## config.mk

```make
export PLATFORM = sky130hd
export DESIGN_NAME = dec2bi_seq
export DESIGN_NICKNAME = d
export VERILOG_FILES = /design/src/rtl/fp_conv_pkg.sv /design/src/rtl/lzc32.sv /design/src/rtl/dec2bi_seq.sv
export SDC_FILE = /design/constraint.sdc
export NUM_CORES = 2
export LEC_CHECK = 0
export ABC_AREA = 1
export CAP_MARGIN = 40
export CORE_UTILIZATION = 59
export DETAILED_ROUTE_END_ITERATION = 10
export PLACE_DENSITY = 0.83
export SLEW_MARGIN = 40
export SYNTH_ARGS = -nofsm -noshare
export SYNTH_HDL_FRONTEND = slang
export SYNTH_SLANG_ARGS = --single-unit
export TNS_END_PERCENT = 50
```

## constraint.sdc

```tcl
create_clock -name clk -period 6.85 [get_ports clk]
set_clock_uncertainty 0.05 [all_clocks]
set_input_delay 1.7125 -clock clk [delete_from_list [all_inputs] [get_ports clk]]
set_output_delay 1.7125 -clock clk [all_outputs]
set_load 0.005 [all_outputs]
```

## src/rtl/fp_conv_pkg.sv

```systemverilog
// Shared definitions for the decimal <-> binary32 conversion blocks.
// Contents: FSM state enum, IEEE-754 binary32 constants, the Q32 reciprocal of ten,
//           and default input widths for the decimal significand and exponent.
package fp_conv_pkg;

  localparam int MAN_W_DEF = 25;
  localparam int EXP_W_DEF = 7;

  localparam int          FP_BIAS    = 127;
  // ceil(2^35 / 10): multiplying by it and taking the top 32 bits of the
  // 64-bit product approximates a divide by ten on a normalised mantissa.
  localparam logic [31:0] TENTH_Q    = 32'hCCCCCCCD;
  localparam logic [7:0]  FP_INF_EXP = 8'hFF;

  typedef enum logic [2:0] {
    IDLE,
    NORM,
    SCALE,
    ROUND,
    DONE
  } state_t;

endpackage

```

## src/rtl/lzc32.sv

```systemverilog
// Combinational 32-bit leading-zero counter.
// Ports: din (32-bit word), cnt (number of zeros above the highest set bit; 32 when din==0).
module lzc32 (
  input  logic [31:0] din,
  output logic [5:0]  cnt
);

  // Scan upward so the highest set bit is the last one to write cnt.
  always_comb begin
    cnt = 6'd32;
    for (int i = 0; i < 32; i++) begin
      if (din[i]) cnt = 6'(31 - i);
    end
  end

endmodule

```

## src/rtl/dec2bi_seq.sv

```systemverilog
// Sequential decimal (significand * 10^exp) to IEEE-754 binary32 converter.
// Ports: clk/rst_n (sync, active low); start/sign_in/nguyen/luythua request;
//        busy, done pulse, result word, overflow (saturate to inf), underflow (flush to zero).
module dec2bi_seq
  import fp_conv_pkg::*;
#(
  parameter int EXP_W = EXP_W_DEF,
  parameter int MAN_W = MAN_W_DEF
) (
  input  logic             clk,
  input  logic             rst_n,
  input  logic             start,
  input  logic             sign_in,
  input  logic [MAN_W-1:0] nguyen,
  input  logic [EXP_W-1:0] luythua,
  output logic             busy,
  output logic             done,
  output logic [31:0]      result,
  output logic             overflow,
  output logic             underflow
);

  state_t state, state_nx;

  logic             sign_q;
  logic             dir_q;     // 1: divide by ten each step
  logic             zero_q;
  logic             sticky_q;
  logic [MAN_W-1:0] nguyen_q;
  logic [EXP_W-1:0] k_q;       // remaining scale steps
  logic [31:0]      m_q;       // working mantissa, value = m_q * 2^(e_q-31)
  logic signed [9:0] e_q;

  // Normalisation
  logic [31:0] m_raw;
  logic [5:0]  lz;
  assign m_raw = 32'(nguyen_q);

  lzc32 u_lzc (
    .din (m_raw),
    .cnt (lz)
  );

  // |luythua|; -2^(EXP_W-1) still fits as an unsigned EXP_W-bit value.
  logic [EXP_W-1:0] k_in;
  assign k_in = luythua[EXP_W-1] ? ((~luythua) + EXP_W'(1)) : luythua;

  // Scaling products
  logic [35:0] p_mul;
  logic [63:0] p_div;
  assign p_mul = 36'(m_q) * 36'd10;
  assign p_div = 64'(m_q) * 64'(TENTH_Q);

  // Rounding to 24-bit significand, nearest-even
  logic [23:0]        s_pre;
  logic               inc;
  logic [24:0]        s_sum;
  logic [23:0]        s_fin;
  logic signed [9:0]  e_fin;
  logic signed [10:0] b_exp;

  always_comb begin
    s_pre = m_q[31:8];
    inc   = m_q[7] & ((|m_q[6:0]) | sticky_q | s_pre[0]);
    s_sum = {1'b0, s_pre} + {24'd0, inc};
    if (s_sum[24]) begin
      s_fin = 24'h800000;
      e_fin = e_q + 10'sd1;
    end else begin
      s_fin = s_sum[23:0];
      e_fin = e_q;
    end
    b_exp = 11'(e_fin) + 11'(FP_BIAS);
  end

  // FSM state register
  always_ff @(posedge clk) begin
    if (!rst_n) state <= IDLE;
    else        state <= state_nx;
  end

  // FSM next state and status outputs
  always_comb begin
    state_nx = state;
    busy     = 1'b0;
    done     = 1'b0;
    case (state)
      IDLE:  if (start) state_nx = NORM;
      NORM: begin
        busy = 1'b1;
        if (nguyen_q == '0 || k_q == '0) state_nx = ROUND;
        else                             state_nx = SCALE;
      end
      SCALE: begin
        busy = 1'b1;
        if (k_q == EXP_W'(1)) state_nx = ROUND;
      end
      ROUND: begin
        busy     = 1'b1;
        state_nx = DONE;
      end
      DONE: begin
        done     = 1'b1;
        state_nx = IDLE;
      end
      default: state_nx = IDLE;
    endcase
  end

  // Datapath and result registers
  always_ff @(posedge clk) begin
    if (!rst_n) begin
      sign_q    <= 1'b0;
      dir_q     <= 1'b0;
      zero_q    <= 1'b0;
      sticky_q  <= 1'b0;
      nguyen_q  <= '0;
      k_q       <= '0;
      m_q       <= '0;
      e_q       <= '0;
      result    <= 32'h0;
      overflow  <= 1'b0;
      underflow <= 1'b0;
    end else begin
      case (state)
        IDLE: begin
          if (start) begin
            sign_q    <= sign_in;
            nguyen_q  <= nguyen;
            k_q       <= k_in;
            dir_q     <= luythua[EXP_W-1];
            overflow  <= 1'b0;
            underflow <= 1'b0;
          end
        end
        NORM: begin
          m_q      <= m_raw << lz;
          e_q      <= 10'sd31 - $signed({4'b0, lz});
          sticky_q <= 1'b0;
          zero_q   <= (nguyen_q == '0);
        end
        SCALE: begin
          k_q <= k_q - EXP_W'(1);
          if (!dir_q) begin
            // x10 grows the value by 3 or 4 binary places
            if (p_mul[35]) begin
              m_q      <= p_mul[35:4];
              e_q      <= e_q + 10'sd4;
              sticky_q <= sticky_q | (|p_mul[3:0]);
            end else begin
              m_q      <= p_mul[34:3];
              e_q      <= e_q + 10'sd3;
              sticky_q <= sticky_q | (|p_mul[2:0]);
            end
          end else begin
            // TENTH_Q carries an implicit 2^-35, hence the -3/-4 exponent step
            if (p_div[63]) begin
              m_q      <= p_div[63:32];
              e_q      <= e_q - 10'sd3;
              sticky_q <= sticky_q | (|p_div[31:0]);
            end else begin
              m_q      <= p_div[62:31];
              e_q      <= e_q - 10'sd4;
              sticky_q <= sticky_q | (|p_div[30:0]);
            end
          end
        end
        ROUND: begin
          if (zero_q) begin
            result <= {sign_q, 31'b0};
          end else if (b_exp >= 11'sd255) begin
            result   <= {sign_q, FP_INF_EXP, 23'b0};
            overflow <= 1'b1;
          end else if (b_exp <= 11'sd0) begin
            result    <= {sign_q, 31'b0};
            underflow <= 1'b1;
          end else begin
            result <= {sign_q, b_exp[7:0], s_fin[22:0]};
          end
        end
        default: ;
      endcase
    end
  end

endmodule

```

==> flow_summary.json <==
{
  "status": "finished with violations",
  "violations": "negative setup slack",
  "postPlaceCellArea_sq_um": 33300,
  "synth_cell_type_count": 58,
  "worstPathMaxFanout": 4,
  "antenna_found_initial": 5,
  "dp_cells": 4721,
  "portBuffers": 71,
  "setup_tns_ns": -18.64,
  "rows": 79,
  "clkLatencyLatePin_ns": 0.49,
  "fin_area_sq_um": 35900,
  "cts_tree": "built",
  "worst_ep_required_time_ns": 7.15,
  "coreArea_sq_um": 47000,
  "cap_violations": 0,
  "setup_viol": 43,
  "h-tree-depth": 4,
  "synth-seq-cells": 115,
  "drt-total-wl_mm": 110,
  "clk_pin_slew_ns": 0.07,
  "fin_cells": 4811,
  "grt_pass1_wl_mm": 166,
  "drc_errors": 0,
  "syn-instance-count": 3634,
  "n_fill_cell": 3273,
  "initial_core_util_pct": 60.3,
  "drive_gt1_share_pct": 21.8,
  "layout_setup_ws_ns": -0.623,
  "vias": 28800,
  "crit_path_start_kind": "flop",
  "fmax_mhz": 134,
  "seq_area_sq_um": 2370,
  "overflow": 0,
  "final_antenna_net_count": 0,
  "arrival_ns": 7.77,
  "fp.dieW_um": 221,
  "min_path_type": "reg -> reg",
  "grt_usage_pct": 44.9,
  "grt_pass1_vias": 29500,
  "maxSlewHeadroom_pct": 42.7,
  "grt_start_max_net_pins": 78,
  "maxSlewViolCount": 0,
  "rsz0062_at_grt": "true",
  "netlist_area_sq_um": 28300,
  "numCtsBuffers": 17,
  "synth_edf_count": 0,
  "tightest_slew_ns": 0.858,
  "dieArea_sq_um": 48800,
  "avgRoutedWirePerCell_um": 23.0,
  "finalWorstPathRequiredPeriod_ns": 7.47,
  "ys_warn_count": 0,
  "ys_seq_area_share_pct": 8.14,
  "ys.flop_type": "dfxtp_1",
  "first_pass_iters": 7,
  "synthArstFlopShare_pct": 0,
  "area_growth_pct": 27.0,
  "postLayoutCoreUtil_pct": 76.5,
  "vias_per_cell": 5.99,
  "cts_root_buf": "clkbuf_16",
  "dpl.hpwl_mm": 87.1,
  "syn_nets": 4499,
  "io_pins": 72,
  "cts_sinks": 115,
  "avgSynthCellArea_sq_um": 7.79,
  "gp_congestion": 1.08,
  "die_y_um": 221,
  "final_common_cell": "inv_1",
  "fin_nets": 5054,
  "cts_max_path_buffers": 2,
  "hold_violations": 0,
  "period_share_pct": 109,
  "mostFrequentLayoutCells": "inv_1 (817), buf_4 (514), nand2_1 (465)",
  "path_class": "reg -> reg",
  "setup.worst_path.end_class": "flop",
  "multi_input_area_sq_um": 24000,
  "drt_iter0_drc": 3553
}
-- synth_stat cells (all sizes together) (24+ instances only) --
cell type | n | share of area [%]
xnor2 | 46 | 1.4
inv | 879 | 12
a21oi | 258 | 4.6
fa | 413 | 29
nor3 | 28 | 0.55
o21ai | 146 | 2.6
xor2 | 95 | 3.0
nand3 | 227 | 4.0
a31oi | 34 | 0.75
a21o | 24 | 0.64
nor2 | 212 | 3.0
nand2 | 501 | 6.7
dfxtp | 115 | 8.1
o211ai | 24 | 0.64
ha | 416 | 18
clkbuf | 57 | 0.76
-- metal layers --
metal	vias up	wire length, um	global-route usage [%]
li1	12600	-	-
met1	13700	38800	52.9
met2	1816	48500	70.2
met3	688	13200	13.9
met4	6	9720	31.1
met5	-	117	1.56
-- registers in the layout (all words and copies together), names as in the netlist --
register	count
underflow	1
nguyen_q	25
m_q	32
zero_q	1
e_q	10
k_q	7
result	32
sticky_q	1
sign_q	1
overflow	1
state	3
dir_q	1
-- worst paths after layout --
kind,from,endpoint,slack [ns],cells past startpoint
max reg2reg,m_q[24],m_q[27],-0.62,26
min reg2reg,sign_q,result[31],0.41,2
min,sign_q,result[31],0.41,2
max,m_q[24],m_q[27],-0.62,26
-- per-stage QoR --
step	hold slack, ns	setup slack (ns)
6_report	0.413	-0.623
5_1_grt	0.435	-0.781
4_1_cts	0.413	-0.400
3_5_place_dp	0.408	-1.12
3_3_place_gp	0.398	-1.13
2_1_floorplan	0.380	-0.00770
-- kinds of logic after synthesis --
kind of cell / share of synthesized area (%)
buf+inv: 12.8
flops: 8.14
xor+xnor: 4.39
compound gates: 11.6
fa+ha+maj: 47.6
simple gates: 15.4
-- timing repair --
action / in CTS / in global routing
pin swaps: 115 / 101
hold buffers: 0 / 0
cloned: 0 / 1
gates resized for setup: 244 / 152
setup buffers: 37 / 25
endpoints found under the setup margin: 43 / 43
-- final cells by class --
class                           count  area share, %
Timing Repair Buffer              611           13.6
Antenna cell                        2         0.0139
Timing Repair inverter              1         0.0174
Sequential cell                   115           6.60
Multi-Input combinational cell   2560           66.7
Tap cell                          607           2.11
Clock buffer                       17           1.18
Clock inverter                     15          0.501
Inverter                          883           9.30
-- critical path, stage by stage (launching register included) --
cell and delay [ns]:
dfxtp_1 0.39, ha_1 0.50, inv_1 0.13, fa_1 0.49
fa_1 0.48, fa_1 0.58, fa_1 0.50, fa_1 0.56
inv_1 0.06, fa_1 0.51, ha_1 0.32, ha_1 0.33
a21oi_1 0.16, inv_1 0.07, a31oi_1 0.31, o21ai_0 0.23
a311oi_1 0.31, buf_4 0.20, nand3_4 0.13, a21o_1 0.23
nand2_1 0.07, nand2_1 0.08, xor2_2 0.18, nand2_1 0.07
o211ai_1 0.11, a21oi_1 0.18, a21oi_1 0.08
Power is not shown: default switching activity piles up to over one toggle a cycle in this logic, so the estimate is an artifact.
